$ cat config.mk
export PLATFORM = sky130hd
export DESIGN_NAME = mac_stage
export DESIGN_NICKNAME = d
export VERILOG_FILES = /design/src/rtl/dsp_pkg.sv /design/src/rtl/mac_sat_add.sv /design/src/rtl/mac_stage.sv
export SDC_FILE = /design/constraint.sdc
export NUM_CORES = 1
export LEC_CHECK = 0
export ABC_AREA = 1
export ABC_CLOCK_PERIOD_IN_PS = 8950
export BUFFER_PORTS_ARGS = -buffer_cell sky130_fd_sc_hd__buf_2
export CORE_AREA = 5 5 282 229
export CTS_CLUSTER_DIAMETER = 40
export DETAILED_ROUTE_END_ITERATION = 16
export DIE_AREA = 0 0 287 234
export PLACE_DENSITY = 0.56
export SYNTH_ARGS = -nofsm -noshare
export SYNTH_HDL_FRONTEND = slang
export SYNTH_SLANG_ARGS = --single-unit
$ cat constraint.sdc
create_clock -name clk -period 8.95 [get_ports clk]
set_input_delay 0.4475 -clock clk [delete_from_list [all_inputs] [get_ports clk]]
set_output_delay 0.4475 -clock clk [all_outputs]
set_load 0.02 [all_outputs]
$ cat src/rtl/dsp_pkg.sv
// Shared definitions for the DSP datapath blocks: default widths and the
// multiply-accumulate operation encoding.
package dsp_pkg;

  localparam int DSP_DATA_W = 16;
  localparam int DSP_ACC_W  = 32;
  localparam int DSP_ADDR_W = 4;

  // Operation codes as carried on the in_op port.
  typedef enum logic [1:0] {
    OP_MAC  = 2'd0,  // acc += a*b
    OP_MSU  = 2'd1,  // acc -= a*b
    OP_LOAD = 2'd2,  // acc  = a*b
    OP_CLR  = 2'd3   // acc  = 0
  } mac_op_e;

  // True for the ops that combine the old accumulator with the product and
  // can therefore overflow.
  function automatic logic op_is_arith(input mac_op_e op);
    return (op == OP_MAC) || (op == OP_MSU);
  endfunction

endpackage

$ cat src/rtl/mac_sat_add.sv
// Combinational accumulate step: combines the old accumulator value with the
// sign-extended product according to the op, with optional saturation.
module mac_sat_add
  import dsp_pkg::*;
#(
  parameter int ACC_W = DSP_ACC_W
) (
  input  logic [ACC_W-1:0] old,
  input  logic [ACC_W-1:0] product,
  input  mac_op_e          op,
  input  logic             sat,
  output logic [ACC_W-1:0] result,
  output logic             overflow
);

  localparam logic [ACC_W-1:0] ACC_MAX = {1'b0, {(ACC_W-1){1'b1}}};
  localparam logic [ACC_W-1:0] ACC_MIN = {1'b1, {(ACC_W-1){1'b0}}};

  logic [ACC_W:0] sum;

  // One guard bit above the accumulator; overflow is a disagreement between
  // the guard bit and the accumulator sign bit. The guard bit is the true sign.
  always_comb begin
    sum      = '0;
    result   = '0;
    overflow = 1'b0;
    unique case (op)
      OP_MAC:  sum = {old[ACC_W-1], old} + {product[ACC_W-1], product};
      OP_MSU:  sum = {old[ACC_W-1], old} - {product[ACC_W-1], product};
      default: sum = '0;
    endcase
    if (op_is_arith(op)) begin
      overflow = sum[ACC_W] ^ sum[ACC_W-1];
      if (overflow && sat) begin
        result = sum[ACC_W] ? ACC_MIN : ACC_MAX;
      end else begin
        result = sum[ACC_W-1:0];
      end
    end else if (op == OP_LOAD) begin
      // The product always fits the accumulator, so a load cannot overflow.
      result = product;
    end else begin
      result = '0;
    end
  end

endmodule

$ cat src/rtl/mac_stage.sv
// Three-stage multiply-accumulate pipeline in front of an external
// accumulator file: S1 registers the operation, S2 holds the product and
// reads the file, S3 holds the result and drives the writeback.
//
// Handshake: an operation transfers when in_valid && in_ready at a rising
// edge; in_ready is simply !stall, and a stall freezes every stage at once,
// so nothing is accepted, advanced or written while it is high.
module mac_stage
  import dsp_pkg::*;
#(
  parameter int DATA_W = DSP_DATA_W,
  parameter int ACC_W  = DSP_ACC_W,
  parameter int ADDR_W = DSP_ADDR_W
) (
  input  logic              clk,
  input  logic              reset,
  input  logic              in_valid,
  output logic              in_ready,
  input  logic [1:0]        in_op,
  input  logic [DATA_W-1:0] in_a,
  input  logic [DATA_W-1:0] in_b,
  input  logic [ADDR_W-1:0] in_acc,
  input  logic              in_sat,
  input  logic              stall,
  output logic [ADDR_W-1:0] acc_rd_addr,
  input  logic [ACC_W-1:0]  acc_rd_data,
  output logic              acc_wr_en,
  output logic [ADDR_W-1:0] acc_wr_addr,
  output logic [ACC_W-1:0]  acc_wr_data,
  output logic              overflow,
  output logic              busy
);

  // S1: captured operation
  logic                     s1_valid_q, s1_valid_d;
  mac_op_e                  s1_op_q,    s1_op_d;
  logic signed [DATA_W-1:0] s1_a_q,     s1_a_d;
  logic signed [DATA_W-1:0] s1_b_q,     s1_b_d;
  logic [ADDR_W-1:0]        s1_acc_q,   s1_acc_d;
  logic                     s1_sat_q,   s1_sat_d;

  // S2: registered product
  logic                     s2_valid_q, s2_valid_d;
  mac_op_e                  s2_op_q,    s2_op_d;
  logic [ACC_W-1:0]         s2_prod_q,  s2_prod_d;
  logic [ADDR_W-1:0]        s2_acc_q,   s2_acc_d;
  logic                     s2_sat_q,   s2_sat_d;

  // S3: result awaiting writeback
  logic                     s3_valid_q,  s3_valid_d;
  logic [ADDR_W-1:0]        s3_acc_q,    s3_acc_d;
  logic [ACC_W-1:0]         s3_result_q, s3_result_d;
  logic                     s3_ovf_q,    s3_ovf_d;

  logic signed [2*DATA_W-1:0] prod_full;
  logic signed [ACC_W-1:0]    prod_ext;
  logic                       fwd_hit;
  logic [ACC_W-1:0]           old_val;
  logic [ACC_W-1:0]           add_result;
  logic                       add_ovf;

  assign prod_full = s1_a_q * s1_b_q;
  assign prod_ext  = ACC_W'(prod_full);

  // Every op writes its accumulator, so a match against a valid S3 entry
  // means the file still holds a stale value for that index this cycle.
  assign acc_rd_addr = s2_acc_q;
  assign fwd_hit     = s3_valid_q && (s3_acc_q == s2_acc_q);
  assign old_val     = fwd_hit ? s3_result_q : acc_rd_data;

  mac_sat_add #(
    .ACC_W (ACC_W)
  ) u_sat_add (
    .old      (old_val),
    .product  (s2_prod_q),
    .op       (s2_op_q),
    .sat      (s2_sat_q),
    .result   (add_result),
    .overflow (add_ovf)
  );

  // Pipeline advance: all stages move together unless stalled.
  always_comb begin
    s1_valid_d  = s1_valid_q;
    s1_op_d     = s1_op_q;
    s1_a_d      = s1_a_q;
    s1_b_d      = s1_b_q;
    s1_acc_d    = s1_acc_q;
    s1_sat_d    = s1_sat_q;
    s2_valid_d  = s2_valid_q;
    s2_op_d     = s2_op_q;
    s2_prod_d   = s2_prod_q;
    s2_acc_d    = s2_acc_q;
    s2_sat_d    = s2_sat_q;
    s3_valid_d  = s3_valid_q;
    s3_acc_d    = s3_acc_q;
    s3_result_d = s3_result_q;
    s3_ovf_d    = s3_ovf_q;
    if (!stall) begin
      s1_valid_d  = in_valid;
      s1_op_d     = mac_op_e'(in_op);
      s1_a_d      = in_a;
      s1_b_d      = in_b;
      s1_acc_d    = in_acc;
      s1_sat_d    = in_sat;
      s2_valid_d  = s1_valid_q;
      s2_op_d     = s1_op_q;
      s2_prod_d   = prod_ext;
      s2_acc_d    = s1_acc_q;
      s2_sat_d    = s1_sat_q;
      s3_valid_d  = s2_valid_q;
      s3_acc_d    = s2_acc_q;
      s3_result_d = add_result;
      s3_ovf_d    = add_ovf;
    end
  end

  // Stage registers; reset discards every in-flight operation.
  always_ff @(posedge clk) begin
    if (reset) begin
      s1_valid_q  <= 1'b0;
      s1_op_q     <= OP_MAC;
      s1_a_q      <= '0;
      s1_b_q      <= '0;
      s1_acc_q    <= '0;
      s1_sat_q    <= 1'b0;
      s2_valid_q  <= 1'b0;
      s2_op_q     <= OP_MAC;
      s2_prod_q   <= '0;
      s2_acc_q    <= '0;
      s2_sat_q    <= 1'b0;
      s3_valid_q  <= 1'b0;
      s3_acc_q    <= '0;
      s3_result_q <= '0;
      s3_ovf_q    <= 1'b0;
    end else begin
      s1_valid_q  <= s1_valid_d;
      s1_op_q     <= s1_op_d;
      s1_a_q      <= s1_a_d;
      s1_b_q      <= s1_b_d;
      s1_acc_q    <= s1_acc_d;
      s1_sat_q    <= s1_sat_d;
      s2_valid_q  <= s2_valid_d;
      s2_op_q     <= s2_op_d;
      s2_prod_q   <= s2_prod_d;
      s2_acc_q    <= s2_acc_d;
      s2_sat_q    <= s2_sat_d;
      s3_valid_q  <= s3_valid_d;
      s3_acc_q    <= s3_acc_d;
      s3_result_q <= s3_result_d;
      s3_ovf_q    <= s3_ovf_d;
    end
  end

  assign in_ready    = !stall;
  assign acc_wr_en   = s3_valid_q && !stall;
  assign acc_wr_addr = s3_acc_q;
  assign acc_wr_data = s3_result_q;
  assign overflow    = acc_wr_en && s3_ovf_q;
  assign busy        = s1_valid_q || s2_valid_q || s3_valid_q;

endmodule

### Yosys cells after proc, flatten, opt, wreduce, memory -nomap -nowiden

Index checks and enable logic that the tools add are counted.

| storage, ports and cells | value |
|---|---|
| flip-flop bits (word level) | 118 |
| bits of input ports | 75 |
| logic and storage cells | 38 |

| cells by class | value |
|---|---|
| add/subtract/negate cells | 2 |
| multiply operators | 1 |
| eq/ne operators | 3 |
| mux-type cells | 7 |
| bitwise logic cells | 1 |
| reduce and logical (&&, ||, !) cells | 9 |

Operators with widths:

| cell | count |
|---|---|
| 2-to-1 mux 32 bit | 5 |
| one-hot mux 33 bit (2 select lines) | 1 |
| adder 32 x 32 -> 33 bit | 1 |
| subtractor 32 x 32 -> 33 bit | 1 |
| multiplier 16 x 16 -> 32 bit | 1 |
| == test 4 bit | 1 |
| logical AND 1 bit | 4 |
| logical OR 1 bit | 3 |
| == test 2 x 1 -> 1 bit, second input constant | 1 |
| == test 2 bit, second input constant | 1 |
| zero test 2 bit | 1 |
| zero test 1 bit | 1 |
| 2-to-1 mux 1 bit | 1 |
| bitwise XOR 1 bit | 1 |

### Longest topological paths before layout

Gate-level depths: netlist of run 1.

| depth | value |
|---|---|
| word-level depth | 9 |
| depth in mapped cells | 32 |

### By module

From an unflattened synthesis of run 1, not the netlist that was laid out.

| second synthesis, totals | value |
|---|---|
| cell total of the unflattened synthesis | 2,819 |
| area total of the unflattened synthesis | 19,282.2 µm² |

Modules (own cells, without submodules):

| module | instances | cells an instance | area each (µm²) | seq. area each (µm²) |
|---|---|---|---|---|
| mac_stage | 1 | 2,112 | 15,354.7 | 2,362.3 |
| mac_sat_add | 1 | 707 | 3,927.5 | 0.0 |

### Worst setup path after synthesis of run 1

Ideal clock, no wire load.

| path | value |
|---|---|
| path type | register to register |
| from | reg s1_a_q[15] |
| to | reg s2_prod_q[26] |
| arrival | 5,808 ps |
| data required time | 8,835 ps |
| path slack | 3,026 ps |
| stages on the path, launching flop included | 24 |
| cells stage by stage | dfxtp_1 clkbuf_1 clkbuf_1 nand2_1 inv_1 fa_1 fa_1 inv_1 fa_1 fa_1 inv_1 fa_1 inv_1 fa_1 inv_1 ha_1 nand2_1 nor3_1 nand3_1 a31o_2 nand2_1 xor2_1 o21ai_0 inv_1 |

| between the ends | value |
|---|---|
| cells in the longest elaborated chain, start to end | 1 |

Ends and longest elaborated chain:

| item | line | source |
|---|---|---|
| start: declaration | mac_stage.sv:37 | `logic signed [DATA_W-1:0] s1_a_q, s1_a_d;` |
| start signal: assignment | mac_stage.sv:123 | `s1_a_q <= '0;` |
| start signal: assignment | mac_stage.sv:139 | `s1_a_q <= s1_a_d;` |
| multiplier 16 x 16 -> 32 bit | mac_stage.sv:62 | `assign prod_full = s1_a_q * s1_b_q;` |
| end signal: assignment | mac_stage.sv:145 | `s2_prod_q <= s2_prod_d;` |
| end: declaration | mac_stage.sv:45 | `logic [ACC_W-1:0] s2_prod_q, s2_prod_d;` |

Every way passes these cells.
A chain may end at the register's enable or synchronous reset.

### Final worst setup path of run 1

| path | value |
|---|---|
| from | reg s1_b_q[1] |
| to | reg s2_prod_q[28] |

| between the ends | value |
|---|---|
| cells in the longest elaborated chain, start to end | 1 |

Ends and longest elaborated chain:

| item | line | source |
|---|---|---|
| start: declaration | mac_stage.sv:38 | `logic signed [DATA_W-1:0] s1_b_q, s1_b_d;` |
| start signal: assignment | mac_stage.sv:124 | `s1_b_q <= '0;` |
| start signal: assignment | mac_stage.sv:140 | `s1_b_q <= s1_b_d;` |
| multiplier 16 x 16 -> 32 bit | mac_stage.sv:62 |  |

Every way passes these cells.

==> results of run 1 <==
Yosys cell counts (all sizes together):
cell | instances | area [um^2]
a211oi | 2 | 15.0
a21boi | 1 | 7.51
a21o | 6 | 45.0
a21oi | 158 | 843
a22oi | 2 | 15.0
a31o | 3 | 26.3
a31oi | 9 | 56.3
a41oi | 1 | 8.76
and2 | 1 | 6.26
and3 | 4 | 25.0
buf | 17 | 110
clkbuf | 102 | 383
dfxtp | 118 | 2360
fa | 263 | 5270
ha | 115 | 1440
inv | 613 | 2300
mux2 | 21 | 236
mux2i | 1 | 10.0
nand2 | 534 | 2050
nand3 | 44 | 240
nand3b | 7 | 52.6
nand4 | 11 | 68.8
nor2 | 211 | 807
nor3 | 34 | 185
nor4 | 2 | 12.5
o2111ai | 2 | 17.5
o211a | 1 | 10.0
o211ai | 3 | 22.5
o21a | 4 | 30.0
o21ai | 137 | 686
o21bai | 4 | 30.0
o221ai | 2 | 17.5
o31ai | 2 | 15.0
or2 | 3 | 18.8
or3 | 1 | 6.26
xnor2 | 29 | 254
xor2 | 62 | 543
report_power, final:
group	switching [W]	internal [W]	leakage, nW
logic	0.00165	0.000986	9.87
registers	0.000130	0.000626	0.978
clock network	0.000267	0.000454	0.295
total	0.00204	0.00207	11.1
kinds of logic after synthesis:
family	share of synthesized area
and+or+nand+nor	0.191
buffers and inverters	0.153
adders and majority gates	0.368
AOI/OAI and AO/OA	0.101
DFF	0.130
xor gates and xnor gates	0.0437
muxes	0.0135
layout make-up:
type / count / area, um^2 / share of cell area
sequential: 118 / 2360 / 0.118
timing repair buffer: 128 / 668 / 0.0333
clock inverter: 9 / 126 / 0.00630
clock buffer: 21 / 470 / 0.0235
tap: 840 / 1050 / 0.0524
multi-input combinational: 1680 / 13100 / 0.652
antenna: 1 / 2.50 / 0.000125
inverter: 613 / 2300 / 0.115
layout by cell type, fill, tap and decap left out, drive strengths merged, types with 5 or more instances in the layout:
cell and instances:
nand3b 7, a21o 6, a31oi 9, nand2 534, nand4 11, xor2 62, fa 263, dfxtp 118
buf 128, clkinv 5, xnor2 29, a21oi 158, nor3 34, inv 613, ha 115, o21ai 137
nor2 211, clkbuf 21, mux2 21, nand3 44
sequential cells by signal, indices dropped and copies added, names as in the netlist, 2 cells and up:
name and count:
acc_rd_addr 4, s2_prod_q 32, s1_b_q 16, s1_op_q 2
acc_wr_addr 4, s2_op_q 2, s1_acc_q 4, acc_wr_data 32
s1_a_q 16
per-layer routing:
metal / routed length [um] / part of all wire
met4: 681 / 0.014
met3: 2150 / 0.044
met2: 22300 / 0.46
met5: 0 / 0
met1: 23400 / 0.48
critical path: cells and delay by family (launching register included):
| family | cells | cell delay [ps] |
|---|---|---|
| adder cells (fa/ha/maj) | 7 | 3700 |
| AO/OA/AOI/OAI | 8 | 1270 |
| flip-flops | 1 | 820 |
| buffers and inverters | 6 | 530 |
| AND/OR/NAND/NOR | 1 | 200 |
path summary, 6_finish.rpt:
check / startpoint / endpoint / slack, ps / depth (start not counted)
min: in_a[14] / s1_a_q[14] / 220 / 3
max reg2reg: s1_b_q[1] / s2_prod_q[28] / 2310 / 22
min reg2reg: s3_ovf_q / s3_ovf_q / 460 / 2
max: s1_b_q[1] / s2_prod_q[28] / 2310 / 22
metrics by stage:
step | util | instance area [um^2] | hold WS (ps) | instances
global route | 0.325 | 20000 | 236 | 3409
floorplan | - | 18200 | 441 | 2530
detailed placement | 0.315 | 19400 | 453 | 3379
finish | 0.325 | 20000 | 223 | 3410
global placement | 0.315 | 19400 | 451 | 3379
CTS | 0.325 | 20000 | 204 | 3409
==> key figures, run 1 <==
GRT
  • Largest net degree at the start of global routing: 91
  • GRT busiest layer: met2
  • Number of global-route vias before repair: 15100
  • First-pass GRT wire length: 80.2 mm
  • GR Overflow Total: 0
  • M1 GR Usage: 0.209
  • Met3 usage: 0.0210
  • Initial antenna violation count: 1
  • M2 GR Usage: 0.243
  • GRT Resource Usage Total: 0.148

STA
  • Slack of the critical path: 2310 ps
  • Final Hold Viols: 0
  • Fmax: 151 MHz
  • Slew Viols, Final: 0
  • Worst Skew: 23.5 ps
  • Final min period: 6640 ps
  • Max_slew headroom: 0.339
  • Endpoints failing setup: 0
  • RSZ-0062 raised after global routing: no
  • Final worst path period share: 0.742
  • Tightest Pin Transition: 990 ps
  • Sum Neg Setup Slack: 0 ps

Drt
  • Drt wl/cell: 14.2 um
  • Antenna viol nets, final: 0
  • Total wire length: 48.5 mm
  • Drc violations: 0
  • Post-DR vias/cell: 4.45
  • Drt pass-1 iters: 5
  • Iter 0 DRT Violations: 988
  • Total number of vias: 15200

Synth
  • Sequential share of the synthesized area: 0.130
  • Cells after Synth: 2530
  • Unique masters post-synth: 47
  • Synthesized area: 18200 um^2
  • Syn nets: 2983
  • Synth Warn #: 0
  • Synthesized area per cell: 7.20 um^2
  • Yosys reg bits: 118

Power and ir drop
  • Maximum VDD drop: 0.149 mV
  • Total power: 0.00411 W
  • Leak pwr: 11.1 nW
  • Pwr dens: 205 nW/um^2

Layout
  • Fill cells: 6821
  • Layout cells sized above 1: 0.0911
  • Layout Nets: 3011
  • Area growth syn-to-layout: 10.0%

Worst setup path
  • WP data arrival: 6980 ps
  • CP max FO: 17
  • Setup CP Type: reg -> reg
  • Req. time, crit path: 9290 ps
  • Slowest cell on crit path: fa_1
  • Crit-path cells: nand2_1 > inv_1 > fa_1 > fa_1 > inv_1 > fa_1 > fa_1 > inv_1 > fa_1 > inv_1 > fa_1 > inv_1 > ha_1 > a21oi_1 > o21ai_0 > a211oi_1 > o21a_1 > o31ai_1 > a21oi_1 > o21ai_0 > o211ai_1 > inv_1
  • Critical path's largest stage delay: 830 ps
  • CP endpoint kind: register
  • Critical path startpoint category: register

Die
  • Die footprint: 67200 um^2
  • Core ar.: 61800 um^2
  • Die Height: 234 um
  • # IOs: 119
  • Initial core utilization: 0.295
  • Die width: 287 um
  • FP Rows: 82

Clock network
  • Clock Path Buffers: 2
  • CTS Root Cell: clkbuf_16
  • CTS tree: yes
  • Post-CTS setup buffer count: 0
  • Sink Count: 118
  • Clk slew on worst S/H paths: 70 ps
  • Clk_lat worst skew: 460 ps
  • CTS resizes: 0
  • Post-cts hold buffer count: 0
  • H-Tree Level Count: 4
  • CTS Buf Count: 17

Outcome
  • Status: complete, no violations

Placement
  • Routability congestion estimate: 0.905
  • PortBufs: 118
  • HPWL after DPL: 39.4 mm
  • Pre-CTS setup slack: 2380 ps

Worst hold path
  • HP Class: in -> reg

Flow run
  • Max Cap Viol: 0
Note: power is estimated with default switching activity, not from simulation.
==> run 2: changes to the inputs <==
Settings changed: ABC_AREA 1 to 0, ABC_CLOCK_PERIOD_IN_PS 8950 to 6500, CORE_AREA 5 5 282 229 to 5 5 273 222, DIE_AREA 0 0 287 234 to 0 0 278 227.
Clock period 8.95 ns to 6.5 ns, I/O delays scaled along.
==> run 2 against run 1 <==
Against the previous run: sequential share of layout area rose by 0.56 points; fmax grew 6.7%; wire length fell by 4.7%; non-clock buffer count rose by 42; utilization increased by 1.2 points; total power up 10%; critical path depth down 2; sequential cell count did not move; via count is 10% lower; highest routed layer unchanged.
==> key figures, run 2 <==
Drt
  • Total number of vias: 13600
  • Iter 0 DRT Violations: 846
  • Drt wl/cell: 16.3 um
  • Post-DR vias/cell: 4.79
  • Drt pass-1 iters: 5
  • Drc violations: 0
  • Total wire length: 46.3 mm
  • Antenna viol nets, final: 0

Worst setup path
  • Family with the most delay on the worst path: adder cells
  • CP max FO: 9
  • WP data arrival: 6560 ps
  • Slowest cell on crit path: fa_1
  • Crit-path cells: and2_1 > fa_1 > inv_1 > fa_1 > fa_1 > inv_1 > fa_1 > fa_1 > inv_1 > fa_1 > inv_1 > ha_1 > a21oi_1 > o21ai_0 > a311oi_2 > a21oi_2 > or3_1 > a21oi_1 > nor3b_1 > a2111oi_0
  • Setup CP Type: reg -> reg
  • Req. time, crit path: 6830 ps
  • Critical path buffers and inverters: 4
  • Cell mode on critical path: fa_1
  • Critical path's largest stage delay: 520 ps
  • CP endpoint kind: register
  • Critical path startpoint category: register

Power and ir drop
  • Leak pwr: 9.32 nW
  • Pwr dens: 234 nW/um^2
  • Maximum VDD drop: 0.150 mV

GRT
  • GRT Resource Usage Total: 0.150
  • Largest net degree at the start of global routing: 55
  • Number of global-route vias before repair: 14400
  • First-pass GRT wire length: 76.2 mm
  • Initial antenna violation count: 0
  • GR Overflow Total: 0

STA
  • Max_slew headroom: 0.382
  • Fmax: 161 MHz
  • Sum Neg Setup Slack: 0 ps
  • Tightest Pin Transition: 927 ps
  • Final Hold Viols: 0
  • Worst Skew: 22.5 ps
  • Slew Viols, Final: 0
  • Final worst path period share: 0.958
  • Endpoints failing setup: 0
  • WHS: 85.0 ps
  • Final min period: 6220 ps

Die
  • Die width: 278 um
  • # IOs: 119
  • Die footprint: 63100 um^2
  • Initial core utilization: 0.296
  • Core ar.: 57500 um^2
  • FP Rows: 79
  • Die Height: 227 um

Synth
  • Ys async rst share: 0
  • Post-synth EDFFs: 0
  • Syn nets: 2400
  • Largest area contributor in the netlist: fa_1
  • Top cells by area, synth: fa_1, dfxtp_1, ha_1, inv_1, and2_1
  • Synth Warn #: 0
  • Post-synth top area share: 0.309
  • Top_reg_cell synth: dfxtp_1
  • Most frequent cell after synthesis: inv_1
  • Yosys reg bits: 118
  • Synthesized area per cell: 8.76 um^2
  • Synthesized area: 17100 um^2
  • Cells after Synth: 1947
  • Unique masters post-synth: 77
  • Sequential share of the synthesized area: 0.139
  • Commonest cells in the synthesized netlist: inv_1, fa_1, nand2_1, nor2_1, and2_1

Layout
  • Most frequent cells in the layout: inv_1, fa_1, nand2_1
  • Antenna cells: 0
  • Area growth syn-to-layout: 13.5%
  • Fin util: 0.336
  • Final instance area: 19300 um^2
  • Most common cell after layout, fill and taps aside: inv_1
  • Layout cells sized above 1: 0.134
  • Layout Nets: 2509

Clock network
  • Clk slew on worst S/H paths: 80 ps
  • Clock Path Buffers: 2
  • Sink Count: 118
  • Clk_lat worst skew: 470 ps
  • CTS Buf Count: 17
  • H-Tree Level Count: 4
  • CTS tree: yes
  • CTS Root Cell: clkbuf_16
  • Post-CTS setup buffer count: 0

Outcome
  • Status: complete, no violations

Placement
  • PortBufs: 118
  • HPWL after DPL: 38.0 mm
  • Placed instance area: 18700 um^2
  • Routability congestion estimate: 0.905

Worst hold path
  • HP Class: in -> reg

Flow run
  • Max Cap Viol: 0
## run 2: cell count changes in the layout (fill, tap and decap cells not counted), moves of 26 or more
cell	before	now
nand2_1	515	170
inv_1	609	320
nand3_1	40	14
o21ai_0	127	58
and2_1	1	131
mux2i_1	1	61
a21oi_1	144	118
nor2_1	205	142
buf_4	11	51
xor2_1	62	31
xnor2_1	29	61
## run 2: area by class of cell
| cell class | count | area [um^2] |
|---|---|---|
| clock buffer | 18 | 429 |
| clock inverter | 13 | 150 |
| fill | 6090 | 38200 |
| inverter | 321 | 1200 |
| multi-input combinational | 1428 | 13200 |
| sequential | 118 | 2390 |
| tap | 769 | 962 |
| timing repair buffer | 170 | 1010 |
## run 2: cells by family (layout without fill, tap and decap cells)
group / after synthesis / in the layout / synth area share
buf+inv: 401 / 522 / 0.0892
compound gates: 311 / 311 / 0.114
fa+ha+maj: 378 / 378 / 0.393
simple gates: 553 / 553 / 0.159
mux: 91 / 91 / 0.0556
flops: 118 / 118 / 0.139
xor+xnor: 95 / 95 / 0.0501
## run 2: per-layer routing
metal / track usage / routed length, um
met2: 0.255 / 22100
met4: 0.0333 / 656
met5: 0 / 0
met3: 0.0205 / 1580
met1: 0.206 / 22000
## run 2: path summary, 6_finish.rpt
check                                start             to  slack (ps)  cells past startpoint
worst max-delay path            s1_a_q[13]  s2_prod_q[25]         280                     20
worst min-delay path               in_b[8]      s1_b_q[8]          90                      3
worst max register to register  s1_a_q[13]  s2_prod_q[25]         280                     20
worst min register to register    s3_ovf_q       s3_ovf_q         460                      2
## run 2: worst register-to-register path, stage by stage (launching register included)
cell,delay [ps]
dfxtp_1,430
and2_1,240
fa_1,520
inv_1,60
fa_1,510
fa_1,510
inv_1,50
fa_1,480
fa_1,490
inv_1,50
fa_1,520
inv_1,50
ha_1,340
a21oi_1,140
o21ai_0,210
a311oi_2,370
a21oi_2,140
or3_1,360
a21oi_1,220
nor3b_1,80
a2111oi_0,340
## run 2: power breakdown
| group | internal [W] | total [W] | switching [W] |
|---|---|---|---|
| sequential | 0.000844 | 0.000992 | 0.000147 |
| combinational | 0.00106 | 0.00256 | 0.00150 |
| clock | 0.000567 | 0.000978 | 0.000412 |
| total | 0.00247 | 0.00453 | 0.00206 |
## run 2: per-stage QoR
| stage | cells | power [W] | setup slack (ps) |
|---|---|---|---|
| detailed placement | 2806 | 0.00354 | 61.8 |
| global placement | 2806 | 0.00351 | 115 |
| CTS | 2837 | 0.00456 | 34.4 |
| finish | 2837 | 0.00453 | 276 |
| floorplan | 1947 | 0.00288 | 525 |
| global route | 2837 | 0.00490 | -15.0 |
## run 2: timing repair
action / in CTS / in global routing
setup endpoints to repair: 0 / 10
hold buffers: 0 / 0
resized for setup: 0 / 26
